--- config.mk ---
export PLATFORM = sky130hd
export DESIGN_NAME = uart_tx_engine
export DESIGN_NICKNAME = d
export VERILOG_FILES = /design/src/rtl/uart_pkg.sv /design/src/rtl/uart_baud_tick.sv /design/src/rtl/uart_tx_engine.sv
export SDC_FILE = /design/constraint.sdc
export NUM_CORES = 1
export LEC_CHECK = 0
export CAP_MARGIN = 30
export CORE_MARGIN = 5
export CORE_UTILIZATION = 40
export CTS_BUF_LIST = sky130_fd_sc_hd__clkbuf_8
export CTS_CLUSTER_DIAMETER = 50
export DETAILED_ROUTE_END_ITERATION = 10
export GPL_TIMING_DRIVEN = 0
export SLEW_MARGIN = 10
export SYNTH_ARGS = -nofsm -noshare
export SYNTH_HDL_FRONTEND = slang
export SYNTH_SLANG_ARGS = --single-unit
--- constraint.sdc ---
create_clock -name Clock -period 2.2 [get_ports Clock]
set_clock_uncertainty 0.1 [all_clocks]
set_input_delay 0.44 -clock Clock [delete_from_list [all_inputs] [get_ports Clock]]
set_output_delay 0.44 -clock Clock [all_outputs]
set_load 0.05 [all_outputs]
--- src/rtl/uart_pkg.sv ---
// Shared UART definitions: transmitter state encoding, baud divisor arithmetic
// and the default link parameters used by both the transmitter and receiver.
package uart_pkg;

    localparam int DEFAULT_DATA_BITS      = 8;
    localparam int DEFAULT_STOP_BIT_TICKS = 16;
    localparam int DEFAULT_BAUD_RATE      = 19200;
    localparam int DEFAULT_CLOCK_RATE     = 50000000;
    localparam int DEFAULT_SAMPLE_RATE    = 16;
    localparam int DEFAULT_PARITY_EN      = 0;
    localparam int DEFAULT_PARITY_ODD     = 0;

    typedef enum logic [2:0] {
        IDLE,
        START,
        DATA,
        PARITY,
        STOP
    } tx_state_t;

    // Clocks per oversample tick; integer division, so the bit rate rounds up slightly.
    function automatic int calc_div(input int clock, input int baud, input int sample);
        return clock / (baud * sample);
    endfunction

endpackage

--- src/rtl/uart_baud_tick.sv ---
// Oversample tick generator: a free-running 0..DIV-1 counter with a one-cycle
// Tick at the terminal count. Clear restarts the period so a frame starts aligned.
module uart_baud_tick #(
    parameter int DIV = 1
) (
    input  logic Clock,
    input  logic Reset,
    input  logic Clear,
    output logic Tick
);

    localparam int            CW   = (DIV > 1) ? $clog2(DIV) : 1;
    localparam logic [CW-1:0] LAST = CW'(DIV - 1);

    logic [CW-1:0] cnt_q;
    logic [CW-1:0] cnt_d;

    always_comb begin
        if (Clear || (cnt_q == LAST)) begin
            cnt_d = '0;
        end else begin
            cnt_d = cnt_q + 1'b1;
        end
    end

    always_ff @(posedge Clock) begin
        if (Reset) begin
            cnt_q <= '0;
        end else begin
            cnt_q <= cnt_d;
        end
    end

    assign Tick = (cnt_q == LAST);

endmodule

--- src/rtl/uart_tx_engine.sv ---
// UART transmitter: accepts a parallel word on TxStart and shifts out a framed,
// LSB-first character (start, data, optional parity, stop) with registered outputs.
module uart_tx_engine
    import uart_pkg::*;
#(
    parameter int DATA_BITS      = DEFAULT_DATA_BITS,
    parameter int STOP_BIT_TICKS = DEFAULT_STOP_BIT_TICKS,
    parameter int BAUD_RATE      = DEFAULT_BAUD_RATE,
    parameter int CLOCK_RATE     = DEFAULT_CLOCK_RATE,
    parameter int SAMPLE_RATE    = DEFAULT_SAMPLE_RATE,
    parameter int PARITY_EN      = DEFAULT_PARITY_EN,
    parameter int PARITY_ODD     = DEFAULT_PARITY_ODD
) (
    input  logic                 Clock,
    input  logic                 Reset,
    input  logic                 TxStart,
    input  logic [DATA_BITS-1:0] TxData,
    output logic                 Tx,
    output logic                 TxBusy,
    output logic                 TxDone
);

    localparam int DIV  = calc_div(CLOCK_RATE, BAUD_RATE, SAMPLE_RATE);
    localparam int SMAX = (SAMPLE_RATE > STOP_BIT_TICKS) ? SAMPLE_RATE : STOP_BIT_TICKS;
    localparam int SW   = $clog2(SMAX);
    localparam int BW   = $clog2(DATA_BITS);

    if (DIV < 1) begin : g_div_check
        $error("uart_tx_engine: baud divisor must be at least 1");
    end
    if ((DATA_BITS < 5) || (DATA_BITS > 9)) begin : g_bits_check
        $error("uart_tx_engine: DATA_BITS must be within 5..9");
    end

    tx_state_t            state_q, state_d;
    logic [DATA_BITS-1:0] shift_q, shift_d;
    logic                 parity_q, parity_d;
    logic [SW-1:0]        sample_q, sample_d;
    logic [BW-1:0]        bit_q, bit_d;
    logic                 tx_q, tx_d;
    logic                 busy_q, busy_d;
    logic                 done_q, done_d;

    logic accept;
    logic tick;
    logic last_tick;
    logic slot_end;

    assign accept = (state_q == IDLE) && TxStart;

    uart_baud_tick #(
        .DIV (DIV)
    ) u_baud_tick (
        .Clock (Clock),
        .Reset (Reset),
        .Clear (accept),
        .Tick  (tick)
    );

    // The stop bit has its own length; every other slot is SAMPLE_RATE ticks.
    assign last_tick = (state_q == STOP) ? (sample_q == SW'(STOP_BIT_TICKS - 1))
                                         : (sample_q == SW'(SAMPLE_RATE - 1));
    assign slot_end  = tick && last_tick;

    // NOTE: every *_d gets a default before the case so no path leaves it
    // unassigned; a missing default would infer a latch.
    always_comb begin
        state_d  = state_q;
        shift_d  = shift_q;
        parity_d = parity_q;
        sample_d = sample_q;
        bit_d    = bit_q;
        tx_d     = tx_q;
        busy_d   = busy_q;
        done_d   = 1'b0;

        if ((state_q != IDLE) && tick) begin
            sample_d = last_tick ? '0 : sample_q + 1'b1;
        end

        unique case (state_q)
            IDLE: begin
                tx_d   = 1'b1;
                busy_d = 1'b0;
                if (TxStart) begin
                    state_d  = START;
                    shift_d  = TxData;
                    parity_d = (^TxData) ^ 1'(PARITY_ODD);
                    sample_d = '0;
                    bit_d    = '0;
                    tx_d     = 1'b0;
                    busy_d   = 1'b1;
                end
            end
            START: begin
                if (slot_end) begin
                    state_d = DATA;
                    tx_d    = shift_q[0];
                end
            end
            DATA: begin
                if (slot_end) begin
                    shift_d = shift_q >> 1;
                    if (bit_q == BW'(DATA_BITS - 1)) begin
                        bit_d = '0;
                        if (PARITY_EN != 0) begin
                            state_d = PARITY;
                            tx_d    = parity_q;
                        end else begin
                            state_d = STOP;
                            tx_d    = 1'b1;
                        end
                    end else begin
                        bit_d = bit_q + 1'b1;
                        tx_d  = shift_q[1];
                    end
                end
            end
            PARITY: begin
                if (slot_end) begin
                    state_d = STOP;
                    tx_d    = 1'b1;
                end
            end
            STOP: begin
                if (slot_end) begin
                    state_d = IDLE;
                    tx_d    = 1'b1;
                    busy_d  = 1'b0;
                    done_d  = 1'b1;
                end
            end
            default: begin
                state_d  = IDLE;
                sample_d = '0;
                bit_d    = '0;
                tx_d     = 1'b1;
                busy_d   = 1'b0;
            end
        endcase
    end

    // NOTE: state is updated with non-blocking assignments so every flop sees
    // the pre-edge value of every other flop regardless of statement order.
    always_ff @(posedge Clock) begin
        if (Reset) begin
            state_q  <= IDLE;
            shift_q  <= '0;
            parity_q <= 1'b0;
            sample_q <= '0;
            bit_q    <= '0;
            tx_q     <= 1'b1;
            busy_q   <= 1'b0;
            done_q   <= 1'b0;
        end else begin
            state_q  <= state_d;
            shift_q  <= shift_d;
            parity_q <= parity_d;
            sample_q <= sample_d;
            bit_q    <= bit_d;
            tx_q     <= tx_d;
            busy_q   <= busy_d;
            done_q   <= done_d;
        end
    end

    assign Tx     = tx_q;
    assign TxBusy = busy_q;
    assign TxDone = done_q;

endmodule

==> run summary <==
TritonCTS clock tree - done
Post-DP HPWL - 2123 um
CP Capture Type - flip-flop
Final Cycle Share - 0.9811
Area of the core - 0.003363 sq mm
Diode count - 0
Yosys warns - 0
RSZ-0062 raised after global routing - yes
Post-synth net total - 172
CP arrival - 2.27 ns
Peak supply drop - 0.3282 mV
Share of cells above drive strength 1 - 0.1236
DRC - 0
Hold/Removal Path Class - reg2reg
Static Leak - 0.0006958 uW
Die Y - 68.98 um
Crit path required time - 2.31 ns
Tot Pwr - 1249 uW
CTS Hold Bufs - 0
Cell area after synthesis - 0.001391 sq mm
Clk pin slew, worst setup/hold paths - 0.07 ns
Number of DRC markers in iteration 0 - 54
Synth Area per Inst - 8.919 sq um
Fmax - 0.4633 GHz
Post-synthesis register bit count - 29
Initial antenna violation count - 0
CTS root buf - clkbuf_8
Worst-path maximum fanout - 5
Tightest Pin Transition - 0.6039 ns
Die X - 68.98 um
Final hold viol count - 0
Post-Route WL - 2981 um
Max Cap Violations - 0
Kind of critical path - reg2reg
Fin Setup TNS - 0 ns
Rel. slew slack - 0.5957
Clk_lat worst skew - 0.28 ns
TritonCTS buffer count - 5
Nets - 193
Placement Rows - 21
Vias in the first global route - 1153
Largest net degree at the start of global routing - 11
Worst setup margin - 0.04164 ns
TritonRoute pass-1 iters - 4
Sink Count - 29
Global-route wire length before repair - 4995 um
Die ar. - 0.004758 sq mm
IO Port Bufs - 12
Starting Density - 0.4137
WL/cell - 13.31 um
Vias per inst - 5.362
Via Count - 1201
Final design utilization - 0.5167
Cells after Synth - 156
Global route overflow - 0
Final min period - 2.158 ns
Antenna Nets Post-Route - 0
Synth-to-layout area growth - 24.91%
Place WS - -0.4165 ns
Slew Limit Fails - 0
Longest Clk Path Bufs - 2
# IOs - 14
Global Route Usage Sum - 0.1424
Endpoints failing setup - 0
CTS H-tree lvls - 2
Post-synthesis sequential area ratio - 0.4173
Power per cell area - 718.5 mW/mm^2
GPL Wtd Cong - 0.8241
Crit start category - flip-flop
Status - finished clean
Count of different cell masters after synthesis - 37
-- synth_stat cells, drive strengths merged --
library cell  number  area, sq um
a211oi             7        52.55
a21oi              9        45.04
a31oi              2        12.51
a32o               1        10.01
and2               1        6.260
and3               3        18.77
buf                1        11.26
clkbuf             5        18.77
dfxtp             29        580.6
ha                 5        62.56
inv                1        3.750
mux2i              9        90.09
nand2              8        30.03
nand2b             2        12.51
nand3             11        55.05
nand3b             1        7.510
nand4              1        6.260
nor2              20        75.07
nor2b              1        6.260
nor3               9        45.04
nor3b              1        7.510
nor4               1        12.51
nor4b              1        15.01
nor4bb             1        10.01
o21ai              7        35.03
o221a              1        11.26
o22ai              1        6.260
o31ai              1        7.510
or3                4        25.02
or3b               2        17.52
or4                1        11.26
or4b               1        10.01
or4bb              1        11.26
xnor2              1        8.760
xor2               6        52.55
-- logic make-up after synthesis --
| kind of cell | share of synthesized area |
|---|---|
| muxes | 0.06475 |
| AOI/OAI and AO/OA | 0.1295 |
| DFF | 0.4173 |
| and+or+nand+nor | 0.2752 |
| buffers and inverters | 0.02428 |
| adders and majority gates | 0.04496 |
| xor gates and xnor gates | 0.04407 |
-- metrics by stage --
step                      area [sq um]  cells  hold WS [ns]
after global placement            1569    214        0.3680
after floorplan                   1391    156        0.3472
after CTS                         1715    222        0.3525
after global routing              1738    224        0.3700
final                             1738    224        0.3490
after detailed placement          1569    214        0.3737
-- final cells by class --
| cell class | instances | area, sq um |
|---|---|---|
| fill | 347 | 1625 |
| multi-input combinational | 120 | 804.5 |
| sequential | 29 | 586.8 |
| timing repair buffer | 14 | 135.1 |
| clock buffer | 6 | 82.58 |
| tap | 46 | 57.56 |
| clock inverter | 2 | 37.54 |
| buffer | 6 | 30.03 |
| inverter | 1 | 3.754 |
-- timing repair --
item	CTS	global route
gates resized for setup	6	2
pin swaps	1	1
buffers inserted	0	2
endpoints found under the setup margin	18	14
-- flip-flops by register name, indices dropped and copies added (netlist names) --
register,count
sample_q,4
shift_q,8
TxBusy,1
TxDone,1
bit_q,3
u_baud_tick.cnt_q,8
state_q,3
Tx,1
-- layer usage --
layer  vias up  wire [um]  global-route usage
li1        612          -                   -
met1       557       1359              0.1616
met2        24       1442              0.2357
met3         8         98             0.04052
met4         0         80             0.08516
met5         -          0                   0
-- layout by cell type, fill, tap and decap left out, types with 2 or more instances in the layout --
cell type	instances
and3_1	3
nor2_1	20
o21ai_0	6
a21oi_1	9
dfxtp_2	2
nor3_1	9
clkdlybuf4s50_1	12
clkbuf_1	5
mux2i_1	9
nand2_1	8
a211oi_1	7
nand2b_1	2
buf_4	2
nand3_1	11
ha_1	5
clkbuf_8	6
or3_1	4
dfxtp_1	26
a31oi_1	2
xor2_1	6
-- final timing paths --
check	endpoint	slack, ns	startpoint	cells after the start
min reg2reg	u_baud_tick.cnt_q[0]	0.35	u_baud_tick.cnt_q[0]	1
max reg2reg	bit_q[0]	0.04	u_baud_tick.cnt_q[1]	6
max	bit_q[0]	0.04	u_baud_tick.cnt_q[1]	6
min	u_baud_tick.cnt_q[0]	0.35	u_baud_tick.cnt_q[0]	1
-- worst max-delay path, cell delays in order (launching register included) --
cell and delay, ns:
dfxtp_2 0.34, inv_1 0.05, ha_1 0.16, or4bb_4 0.47, or4_4 0.51, or3_1 0.32
a21oi_1 0.14
-- report_power, final --
part	switching, uW	leakage [uW]	internal [uW]
combinational	62.7	0.000400	53.0
clock	207	0.0000574	368
sequential	12.7	0.000238	545
Power figures use the tool's default switching activity.
